[src/rtl/fetch_unit_if.sv]
// Instruction-memory bus between the fetch unit and the instruction memory.
// The fetch unit is the master: it raises imem_req with imem_addr, and the
// memory answers with imem_ack and imem_rdata in the cycle the data is valid.
interface fetch_unit_if;
    logic        imem_req;
    logic [31:0] imem_addr;
    logic        imem_ack;
    logic [31:0] imem_rdata;

    modport master (
        output imem_req,
        output imem_addr,
        input  imem_ack,
        input  imem_rdata
    );

    modport slave (
        input  imem_req,
        input  imem_addr,
        output imem_ack,
        output imem_rdata
    );
endinterface

[src/rtl/fetch_unit.sv]
// Instruction fetch stage with a one-entry skid buffer and one branch delay slot.
// FETCH keeps a request open at F_pc; an ack either lands in IF/ID or, when
// the hazard unit stalls, in the skid buffer (state FULL, request dropped).
// A taken branch always lets the in-flight/buffered fetch through as the delay
// slot; if that fetch has not completed yet, the target is parked in redir_pc.
module fetch_unit (
    input  logic         clk,
    input  logic         reset_n,
    input  logic         stall,
    input  logic         branch,
    input  logic [31:0]  npc,
    fetch_unit_if.master imem,
    output logic [31:0]  F_pc,
    output logic [31:0]  D_instr,
    output logic [31:0]  D_pc,
    output logic [31:0]  D_pc4,
    output logic         D_valid
);

    typedef enum logic {
        FETCH = 1'b0,
        FULL  = 1'b1
    } state_t;

    localparam logic [31:0] RESET_PC  = 32'h0000_3000;
    localparam logic [31:0] WORD_MASK = 32'hFFFF_FFFC;

    state_t      state;
    logic        redir_valid;
    logic [31:0] redir_pc;
    logic [31:0] skid_instr;
    logic [31:0] skid_pc;

    logic        accept;
    logic        handoff;
    logic [31:0] f_pc4;
    logic [31:0] pc_next;

    // A branch only counts when IF/ID holds a real instruction that is moving on.
    assign accept  = D_valid & branch & ~stall;
    assign f_pc4   = F_pc + 32'd4;
    // The delay-slot fetch reaches IF/ID on this edge (from memory or from the skid).
    assign handoff = ~stall & (((state == FETCH) & imem.imem_ack) | (state == FULL));

    // The request is a direct decode of the state register and F_pc.
    assign imem.imem_req  = (state == FETCH);
    assign imem.imem_addr = F_pc;

    // Next-PC priority: fresh branch target, then parked target, then sequential.
    always_comb begin
        // NOTE: default assignment first so every path drives pc_next and no latch is inferred.
        pc_next = f_pc4;
        if (accept) begin
            pc_next = npc;
        end else if (redir_valid) begin
            pc_next = redir_pc;
        end
    end

    // Fetch FSM, IF/ID register, skid buffer and parked redirect.
    always_ff @(posedge clk or negedge reset_n) begin
        if (!reset_n) begin
            // NOTE: the skid buffer is only two registers, so it is cleared with everything else.
            state       <= FETCH;
            F_pc        <= RESET_PC;
            D_instr     <= '0;
            D_pc        <= '0;
            D_pc4       <= '0;
            D_valid     <= 1'b0;
            redir_valid <= 1'b0;
            redir_pc    <= '0;
            skid_instr  <= '0;
            skid_pc     <= '0;
        end else begin
            // NOTE: non-blocking updates so every register sees the pre-edge values.
            // Branch taken while the delay slot is still outstanding: park the target.
            if (accept && !handoff) begin
                redir_pc    <= npc;
                redir_valid <= 1'b1;
            end

            case (state)
                FETCH: begin
                    if (imem.imem_ack) begin
                        if (!stall) begin
                            D_instr     <= imem.imem_rdata;
                            D_pc        <= F_pc;
                            D_pc4       <= f_pc4;
                            D_valid     <= 1'b1;
                            F_pc        <= pc_next & WORD_MASK;
                            redir_valid <= 1'b0;
                        end else begin
                            skid_instr <= imem.imem_rdata;
                            skid_pc    <= F_pc;
                            state      <= FULL;
                        end
                    end else if (!stall) begin
                        D_valid <= 1'b0;
                    end
                end

                FULL: begin
                    if (!stall) begin
                        D_instr     <= skid_instr;
                        D_pc        <= skid_pc;
                        D_pc4       <= skid_pc + 32'd4;
                        D_valid     <= 1'b1;
                        F_pc        <= pc_next & WORD_MASK;
                        redir_valid <= 1'b0;
                        state       <= FETCH;
                    end
                end

                default: state <= FETCH;
            endcase
        end
    end

endmodule

[src/flat_wrapper.sv]
// flat-port wrapper written by rule: the top's interface ports become plain ports
module fetch_unit_flat 
  (clk, reset_n, stall, branch, npc, F_pc, D_instr, D_pc, D_pc4, D_valid, imem_imem_req, imem_imem_addr, imem_imem_ack, imem_imem_rdata);
  fetch_unit_if imem_i ();
  input  logic clk;
  input  logic reset_n;
  input  logic stall;
  input  logic branch;
  input  logic [31:0] npc;
  output logic [31:0] F_pc;
  output logic [31:0] D_instr;
  output logic [31:0] D_pc;
  output logic [31:0] D_pc4;
  output logic D_valid;
  output wire logic [$bits(imem_i.imem_req)-1:0] imem_imem_req;
  output wire logic [$bits(imem_i.imem_addr)-1:0] imem_imem_addr;
  input wire logic [$bits(imem_i.imem_ack)-1:0] imem_imem_ack;
  input wire logic [$bits(imem_i.imem_rdata)-1:0] imem_imem_rdata;
  assign imem_imem_req = imem_i.imem_req;
  assign imem_imem_addr = imem_i.imem_addr;
  assign imem_i.imem_ack = imem_imem_ack;
  assign imem_i.imem_rdata = imem_imem_rdata;
  fetch_unit u_core (.clk(clk), .reset_n(reset_n), .stall(stall), .branch(branch), .npc(npc), .imem(imem_i), .F_pc(F_pc), .D_instr(D_instr), .D_pc(D_pc), .D_pc4(D_pc4), .D_valid(D_valid));
endmodule
[config.mk]
export PLATFORM = sky130hd
export DESIGN_NAME = fetch_unit_flat
export DESIGN_NICKNAME = d
export VERILOG_FILES = /design/src/rtl/fetch_unit_if.sv /design/src/rtl/fetch_unit.sv /design/src/flat_wrapper.sv
export SDC_FILE = /design/constraint.sdc
export NUM_CORES = 1
export LEC_CHECK = 0
export ABC_AREA = 1
export CORE_MARGIN = 2
export CORE_UTILIZATION = 35
export DETAILED_ROUTE_END_ITERATION = 6
export DONT_BUFFER_PORTS = 1
export SLEW_MARGIN = 10
export SYNTH_ARGS = -nofsm -noshare
export SYNTH_HDL_FRONTEND = slang
export SYNTH_SLANG_ARGS = --single-unit
export TNS_END_PERCENT = 100
[constraint.sdc]
create_clock -name clk -period 3.88 [get_ports clk]
set_clock_uncertainty 0.15 [all_clocks]
set_input_delay 0.582 -clock clk [delete_from_list [all_inputs] [get_ports clk]]
set_output_delay 0.582 -clock clk [all_outputs]
set_load 0.1 [all_outputs]
==> flow_summary.yaml <==
synth:
  yosys.area.top_type: "dfrtp_1"
  yosys_warnings: 0
  synthFlopType: "dfrtp_1"
  yosysMostFrequentCell: "nand2_1"
  yosys.cell_types.count: 36
  async_flop_share_pct: 100
  synthTopCellsByArea: "dfrtp_1 47%, nand2_1 13%, nor2_1 6.8%, mux2_2 5.8%, nand3_1 3.8%"
  synth_cells: 1408
  synth_top_area_share_pct: 47.3
  synth-edff-count: 0
  synth-seq-cells: 217
  synth_common_cells: "408 x nand2_1, 215 x dfrtp_1, 207 x nor2_1, 87 x nand3_1, 63 x a31oi_1"
  avgSynthCellArea_um2: 8.08
  syn_area_mm2: 0.0114
  synth-seq-area-share_pct: 47.8
outcome:
  status: "finished, violations left"
  violations: "negative hold slack"
drt:
  drt_wl_total_um: 35000
  drt_iter0_markers: 838
  antenna_left: 0
  routed_via_density: 5.11
  vias: 9363
  drc: 0
  dr.pass1.iters: 5
  wl_per_cell_um: 19.1
sta:
  max_freq_mhz: 339
  setup_viol: 0
  fin_tns_setup_ns: 0
  period_needed_ns: 2.95
  finalHoldViolCount: 217
  tightest_slew_ns: 1.07
  layout_setup_ws_ns: 0.930
  hold_ws_ns: -0.393
  rsz0062_at_grt: "no"
  period_share_pct: 76.0
  relSlewSlack_pct: 28.4
  drv_slew: 0
cts:
  clock_path_buffers: 3
  cts.sinks: 217
  cts-root-buf: "clkbuf_16"
  clk_latency_ns: 0.53
  cts_buffers: 25
  ctsResizeCount: 0
  h-tree-depth: 1
  clk_pin_slew_ns: 0.06
  cts_tree: "done"
  post_cts_buffers: 0
setup_path:
  critical_path_required_ns: 3.15
  cp-end-kind: "primary output"
  path_class: "flip-flop to primary output"
  startpoint: "u_core.state"
  cp_max_fo: 55
  critPathArrivalTime_ns: 2.22
  rr_startpoint: "u_core.state"
  critPathLaunchType: "flip-flop"
layout:
  drive_gt1_share_pct: 15.5
  stdcell_area_mm2: 0.0125
  regArea_mm2: 0.00547
  diodes: 0
  nNetsFinal: 1442
  area_delta_synth_final_pct: 10.1
  multi_input_area_mm2: 0.00518
  final.fill_count: 3262
global_routing:
  grt_pass1_wl_um: 52700
  grt_antenna_before_repair: 0
  track_usage_pct: 20.1
  grt_max_degree: 218
  grt_pass1_vias: 8776
  grt_overflow_total: 0
power:
  ir_worst_vdd_mv: 0.337
  pwr_density_cell_mw_per_mm2: 838
  p_leak_nw: 5.60
placement:
  placement.io_buffers: 0
  placed_area_mm2: 0.0117
  dp_hpwl_um: 24600
  gp_congestion: 0.981
  dpl_worst_slack_ns: 1.32
die:
  die_area_mm2: 0.0340
  io_pins: 231
  rows: 66
  die_h_um: 184
  start_util_pct: 35.2
  dieWidth_um: 184
  core_mm2: 0.0323
hold_path:
  min_path_type: "primary input to async pin"
flow_run:
  max_cap_violations: 0
## cell usage in the layout (no fill, tap or decap), types with 12 or more instances in the layout
cell	instances
nor2_1	207
o21ai_0	52
buf_4	37
xor2_1	12
clkbuf_16	25
a31oi_1	63
inv_1	48
nand2_1	408
a21oi_1	48
nor2_2	14
nand3b_1	15
dfrtp_2	29
mux2_2	59
dfrtp_1	186
a22oi_1	13
nand3_1	86
## logic make-up (layout without fill, tap and decap cells)
| group | after synthesis | after routing | synth area share, % |
|---|---|---|---|
| DFF | 217 | 217 | 47.8 |
| AOI/OAI and AO/OA | 190 | 190 | 9.68 |
| other | 1 | 8 | 0.0330 |
| adders and majority gates | 2 | 2 | 0.220 |
| muxes | 61 | 61 | 6.04 |
| xor gates and xnor gates | 16 | 16 | 1.23 |
| and+or+nand+nor | 757 | 757 | 28.0 |
| buffers and inverters | 164 | 139 | 7.06 |
## registers in the layout, indices dropped and copies added, names as in the netlist
register,flops
u_core.skid_instr,32
u_core.state,1
u_core.D_pc4,30
u_core.redir_pc,30
u_core.D_instr,32
u_core.F_pc,30
u_core.D_valid,1
u_core.redir_valid,1
u_core.skid_pc,30
u_core.D_pc,30
## worst max-delay path, cell delays in order, from the launching register on
cell and delay, ns:
dfrtp_2 0.43, inv_4 0.37, buf_4 0.79
## through the flow
step	total power, mW	cells	utilization (%)
after floorplan	7.51	1415	-
after global placement	8.12	1786	36.3
after detailed placement	8.17	1786	36.3
after CTS	10.5	1832	38.8
after global routing	11.0	1832	38.8
final	10.5	1832	38.8
## metal layers
layer | vias to the layer above | part of all wire (%) | track usage, %
met5 | - | 0 | 0
met4 | 0 | 2.7 | 5.76
met3 | 45 | 11 | 6.46
met2 | 368 | 43 | 29.6
met1 | 4443 | 44 | 28.3
li1 | 4507 | - | -
## power by group
group	internal, mW	leakage, nW	switching [mW]	total, mW
clock network	1.38	0.402	0.968	2.35
registers	2.78	2.49	2.36	5.14
logic	0.701	2.71	2.30	3.00
## final timing paths
| check | slack, ns | cells after the start | end |
|---|---|---|---|
| worst max-delay path | 0.93 | 2 | imem_imem_req |
| min in group clk | 0.01 | 2 | u_core.state |
| worst min register to register | 0.35 | 1 | u_core.redir_pc[30] |
| worst max register to register | 1.33 | 5 | u_core.skid_pc[15] |
| max in group asynchronous | 3.41 | 0 | u_core.D_pc4[15] |
| worst min-delay path | -0.39 | 0 | u_core.D_pc4[4] |
## layout make-up
cell class	instances	share of cell area (%)
Multi-Input combinational cell	1034	41.4
Clock buffer	34	5.51
Tap cell	442	4.42
Inverter	55	1.67
Clock inverter	12	0.989
Timing Repair Buffer	38	2.38
Sequential cell	217	43.7
No activity file was read; power rests on OpenSTA's default activity.
